<file path="config.mk">
export PLATFORM = sky130hd
export DESIGN_NAME = key_debounce
export DESIGN_NICKNAME = d
export VERILOG_FILES = /design/src/rtl/key_debounce.sv
export SDC_FILE = /design/constraint.sdc
export NUM_CORES = 1
export LEC_CHECK = 0
export CORE_ASPECT_RATIO = 1.4
export CORE_MARGIN = 5
export CORE_UTILIZATION = 45
export CTS_CLUSTER_DIAMETER = 40
export DETAILED_ROUTE_END_ITERATION = 12
export PLACE_DENSITY = 0.75
export SLEW_MARGIN = 10
export SYNTH_ARGS = -nofsm -noshare
export SYNTH_HDL_FRONTEND = slang
export SYNTH_SLANG_ARGS = --single-unit
</file>
<file path="constraint.sdc">
create_clock -name clk -period 5.3 [get_ports clk]
set_clock_uncertainty 0.2 [all_clocks]
set_input_delay 1.06 -clock clk [delete_from_list [all_inputs] [get_ports clk]]
set_output_delay 1.06 -clock clk [all_outputs]
set_load 0.03 [all_outputs]
</file>
<file path="src/rtl/key_debounce.sv">
// key_debounce: qualifies the bouncy press_raw/code_raw pair from the keypad
// decoder into one clean key_valid strobe per keystroke, with hold-to-repeat
// strobes while the key stays down and a key_release strobe on release.
module key_debounce #(
  parameter int unsigned DB_HITS        = 4,
  parameter int unsigned RELEASE_CYCLES = 8,
  parameter int unsigned RPT_DELAY      = 256,
  parameter int unsigned RPT_PERIOD     = 64
) (
  input  logic       clk,
  input  logic       rst,
  input  logic       press_raw,
  input  logic [3:0] code_raw,
  output logic       key_valid,
  output logic [3:0] key_code,
  output logic       key_held,
  output logic       key_release
);

  localparam int unsigned HIT_W   = $clog2(DB_HITS + 1);
  localparam int unsigned MISS_W  = $clog2(RELEASE_CYCLES + 1);
  // A zero repeat delay disables repeat; keep the counter one bit wide then.
  localparam int unsigned HOLD_W  = (RPT_DELAY > 0) ? $clog2(RPT_DELAY + 1) : 1;
  localparam int unsigned PHASE_W = (RPT_PERIOD > 1) ? $clog2(RPT_PERIOD) : 1;

  localparam logic [HIT_W-1:0]   HIT_MAX    = HIT_W'(DB_HITS);
  localparam logic [MISS_W-1:0]  MISS_MAX   = MISS_W'(RELEASE_CYCLES);
  localparam logic [HOLD_W-1:0]  HOLD_MAX   = HOLD_W'(RPT_DELAY);
  localparam logic [PHASE_W-1:0] PHASE_LAST = PHASE_W'(RPT_PERIOD - 1);

  typedef enum logic [1:0] {
    S_IDLE,
    S_QUAL,
    S_HELD
  } state_e;

  state_e              state_q, state_d;
  logic [3:0]          cand_q, cand_d;
  logic [HIT_W-1:0]    hit_q, hit_d;
  logic [MISS_W-1:0]   miss_q, miss_d;
  logic [HOLD_W-1:0]   hold_q, hold_d;
  logic [PHASE_W-1:0]  phase_q, phase_d;
  logic [3:0]          code_q, code_d;
  logic                valid_q, valid_d;
  logic                release_q, release_d;
  logic                accept;
  logic                repeat_hit;

  // Next-state logic: qualification, hold/release tracking and repeat timing.
  always_comb begin
    // NOTE: every signal written here gets a default first so no path leaves it
    // unassigned, which would otherwise infer a latch.
    state_d    = state_q;
    cand_d     = cand_q;
    hit_d      = hit_q;
    miss_d     = miss_q;
    hold_d     = hold_q;
    phase_d    = phase_q;
    code_d     = code_q;
    valid_d    = 1'b0;
    release_d  = 1'b0;
    accept     = 1'b0;
    repeat_hit = 1'b0;

    unique case (state_q)
      S_IDLE: begin
        if (press_raw) begin
          cand_d  = code_raw;
          hit_d   = HIT_W'(1);
          miss_d  = '0;
          state_d = S_QUAL;
          accept  = (hit_d == HIT_MAX);
        end
      end

      S_QUAL: begin
        if (press_raw) begin
          if (code_raw == cand_q) begin
            hit_d = hit_q + 1'b1;
          end else begin
            cand_d = code_raw;
            hit_d  = HIT_W'(1);
          end
          miss_d = '0;
          accept = (hit_d == HIT_MAX);
        end else begin
          // Miss reaches RELEASE_CYCLES and stays there until the next press.
          miss_d = miss_q + 1'b1;
          if (miss_d == MISS_MAX) begin
            state_d = S_IDLE;
          end
        end
      end

      S_HELD: begin
        // Repeat timing: hold counts up to the first repeat, then the phase
        // counter wraps every RPT_PERIOD cycles for the later ones.
        if (RPT_DELAY != 0) begin
          if (hold_q != HOLD_MAX) begin
            hold_d     = hold_q + 1'b1;
            repeat_hit = (hold_d == HOLD_MAX);
          end else begin
            phase_d    = (phase_q == PHASE_LAST) ? '0 : phase_q + 1'b1;
            repeat_hit = (phase_q == PHASE_LAST);
          end
        end

        // A different code while held is treated exactly like no press.
        if (press_raw && (code_raw == code_q)) begin
          miss_d = '0;
        end else begin
          miss_d = miss_q + 1'b1;
        end

        // Release wins over a repeat landing on the same edge.
        if (miss_d == MISS_MAX) begin
          state_d   = S_IDLE;
          release_d = 1'b1;
        end else begin
          valid_d = repeat_hit;
        end
      end

      default: state_d = S_IDLE;
    endcase

    if (accept) begin
      state_d = S_HELD;
      code_d  = cand_d;
      valid_d = 1'b1;
      hold_d  = '0;
      phase_d = '0;
      miss_d  = '0;
    end
  end

  // State and output registers; reset clears everything including the code.
  always_ff @(posedge clk or posedge rst) begin
    if (rst) begin
      state_q   <= S_IDLE;
      cand_q    <= '0;
      hit_q     <= '0;
      miss_q    <= '0;
      hold_q    <= '0;
      phase_q   <= '0;
      code_q    <= '0;
      valid_q   <= 1'b0;
      release_q <= 1'b0;
    end else begin
      // NOTE: non-blocking assignments so every register samples the values
      // from before this edge, independent of statement order.
      state_q   <= state_d;
      cand_q    <= cand_d;
      hit_q     <= hit_d;
      miss_q    <= miss_d;
      hold_q    <= hold_d;
      phase_q   <= phase_d;
      code_q    <= code_d;
      valid_q   <= valid_d;
      release_q <= release_d;
    end
  end

  assign key_valid   = valid_q;
  assign key_code    = code_q;
  assign key_held    = (state_q == S_HELD);
  assign key_release = release_q;

endmodule

</file>
==> impl_results.md <==
* Final period util at 64.5%
* Hold Crit Class: reg2reg
* Starting Density at 47.1%
* Top cell type's share of synthesized area at 42.2%
* Commonest cells post-synth: 34 x dfrtp_1, 17 x nand2_1, 17 x nor2_1
* Antenna violations before repair at 0
* Post-Synthesis Cell Area at 0.00201 mm^2
* IO Pins at 14
* Antenna diodes at 0
* CTS tree: done
* Worst-path clk slew at 0.07 ns
* Share of layout cells above drive strength 1 at 11.3%
* Core Rows at 28
* Critical path fanouts, max at 16
* Largest net degree at the start of global routing at 35
* DR vias at 1548
* CP startpoint kind: flop
* Post-synthesis compound-gate area fraction at 15.2%
* Setup TNS at 0 ns
* Synth Area per Inst at 9.97 um^2
* Post-CTS Hold Buffers at 0
* Post-synthesis cell count at 202
* IO buf count at 13
* Worst hold slack at 0.320 ns
* Largest family of logic cells by synthesized area: simple AND/OR/NAND/NOR gates
* Detailed placement HPWL at 2.83 mm
* Crit path buffers/inverters at 2
* CP endpoint kind: output port
* Cell with the most instances after synthesis: dfrtp_1
* Final slew viol count at 0
* Clock Tree Root: clkbuf_8
* Primary FF master, synth: dfrtp_1
* Clock sink count at 34
* Ys Warns at 0
* FFs w/ async S/R, synth at 100%
* DRC viols at 0
* Critical Path AT at 2.16 ns
* XOR/XNOR Fraction of Synth Area at 6.96%
* Filler cells at 391
* CTS buffer count at 5
* Final #Nets at 236
* Post-CTS setup buffer count at 0
* Crit Path Class: reg2out
* Via density at 5.51
* CTS resizes at 0
* Critical Path RT at 4.04 ns
* Vias in the first global route at 1589
* Leading area contributor after synthesis: dfrtp_1
* Critical path's largest stage delay at 0.79 ns
* MaxCap Viol Count at 0
* Seq/Total Area, Yosys at 42.2%
* Core ar. at 0.00427 mm^2
* Unrepaired setup endpoints after global routing: no
* Drt first pass iters at 4
* Critical path's slowest cell: clkdlybuf4s50_1
* Slew @ Worst Pin at 0.629 ns
* Post-route ant nets at 0
* Max frequency at 0.292 GHz
* Synth unique cells at 48
* GP Congestion at 0.794
* H-tree Lvls at 2
* Die area at 0.00593 mm^2
* Fin. Hold Viols at 0
* Post-layout min period at 3.42 ns
* DR WL/cell at 13.9 um
* First-pass GRT wire length at 6.96 mm
* #FFs+latches synth at 34
* Top delay family on crit path: buffers and inverters
* Total GRT Usage at 15.5%
* Post-synth net total at 218
* Synth Area in Simple Gates at 21.5%
* Grt ovf at 0
* Clock Latency Late Sink at 0.29 ns
* Leakage at 0.000994 uW
* Worst path cell trace: inv_1, ha_1, clkdlybuf4s50_1
* Peak VDD IR at 209 uV
* Relative slew slack at 58.0%
* Area growth from synthesis to layout at 14.9%
* WL final at 3.91 mm
* Synth top area cells: dfrtp_1 42%, ha_1 5.6%, xnor2_1 3.5%, xor2_1 3.5%, mux2_2 3.4%
* Final Setup Violations at 0
* Multiplexer area fraction after synthesis at 4.84%
* 1st-iter DRT viols at 78
* Die span in x at 66.5 um
* Status: finished clean
* Post-synth EDFFs at 0
* Die H at 89.2 um
* Maximum clock path buffer count at 2
* Power Dens Cells at 326 mW/mm^2
* Adder-Cell Fraction of Synth Area at 5.59%
-- final timing paths --
path / startpoint / endpoint / slack, ns / depth (start not counted)
max: state_q[0]$_DFFE_PP0P_ / key_held / 1.88 / 3
min: hit_q[1]$_DFFE_PP0P_ / hit_q[1]$_DFFE_PP0P_ / 0.32 / 1
max reg2reg: state_q[1]$_DFFE_PP0P_ / miss_q[2]$_DFFE_PP0P_ / 2.82 / 7
min reg2reg: hit_q[1]$_DFFE_PP0P_ / hit_q[1]$_DFFE_PP0P_ / 0.32 / 1
max in group asynchronous: rst / hold_q[4]$_DFFE_PP0P_ / 3.64 / 3
min in group asynchronous: rst / phase_q[2]$_DFFE_PP0P_ / 0.96 / 3
-- per-layer routing --
metal,GRT usage [%],wire [um],vias to the layer above
met1,18.1,1700,748
met2,25.5,2000,23
met5,0,0,-
met3,3.77,100,11
met4,9.24,116,0
li1,-,-,766
-- where the power goes --
part	internal [uW]	total, uW	switching (uW)
combinational	84.4	190	106
sequential	293	326	33.1
clock	138	238	99.2
-- cells by family (layout without fill, tap and decap cells) --
group	after synthesis	after routing
and+or+nand+nor	76	76
AOI/OAI and AO/OA	42	42
DFF	34	34
xor gates and xnor gates	16	16
buffers and inverters	16	35
adders and majority gates	9	9
muxes	9	9
-- final cells by class --
class | count | area (um^2) | share of cell area (%)
multi-input combinational | 152 | 1090 | 47.1
sequential | 34 | 851 | 36.8
timing repair buffer | 15 | 145 | 6.27
tap | 60 | 75.1 | 3.24
clock buffer | 5 | 68.8 | 2.97
inverter | 12 | 45.0 | 1.95
clock inverter | 3 | 40.0 | 1.73
-- cell usage in the layout, fill, tap and decap left out, drive strengths merged, types with 8 or more instances in the layout --
master and n:
dfrtp 34, a21oi 8, clkdlybuf4s50 13, xor2 8, o21ai 11, nor2 17
nand3 12, inv 12, nand2 17, ha 9, xnor2 8
-- through the flow --
step / cell area, um^2 / util (%) / instances / setup slack (ns) / power, uW
detailed placement: 2210 / 51.6 / 273 / 1.70 / 520
floorplan: 2010 / - / 202 / 2.77 / 474
finish: 2310 / 54.2 / 281 / 1.88 / 754
global placement: 2210 / 51.6 / 273 / 1.78 / 515
CTS: 2310 / 54.2 / 281 / 1.87 / 760
global route: 2310 / 54.2 / 281 / 1.73 / 799
-- state kept, by name, summed over array words and instances (netlist names) --
register and count:
key_valid 1, hit_q 3, cand_q 4, miss_q 4, key_code 4, phase_q 6
state_q 2, key_release 1, hold_q 9
(Power assumes the default switching activity.)
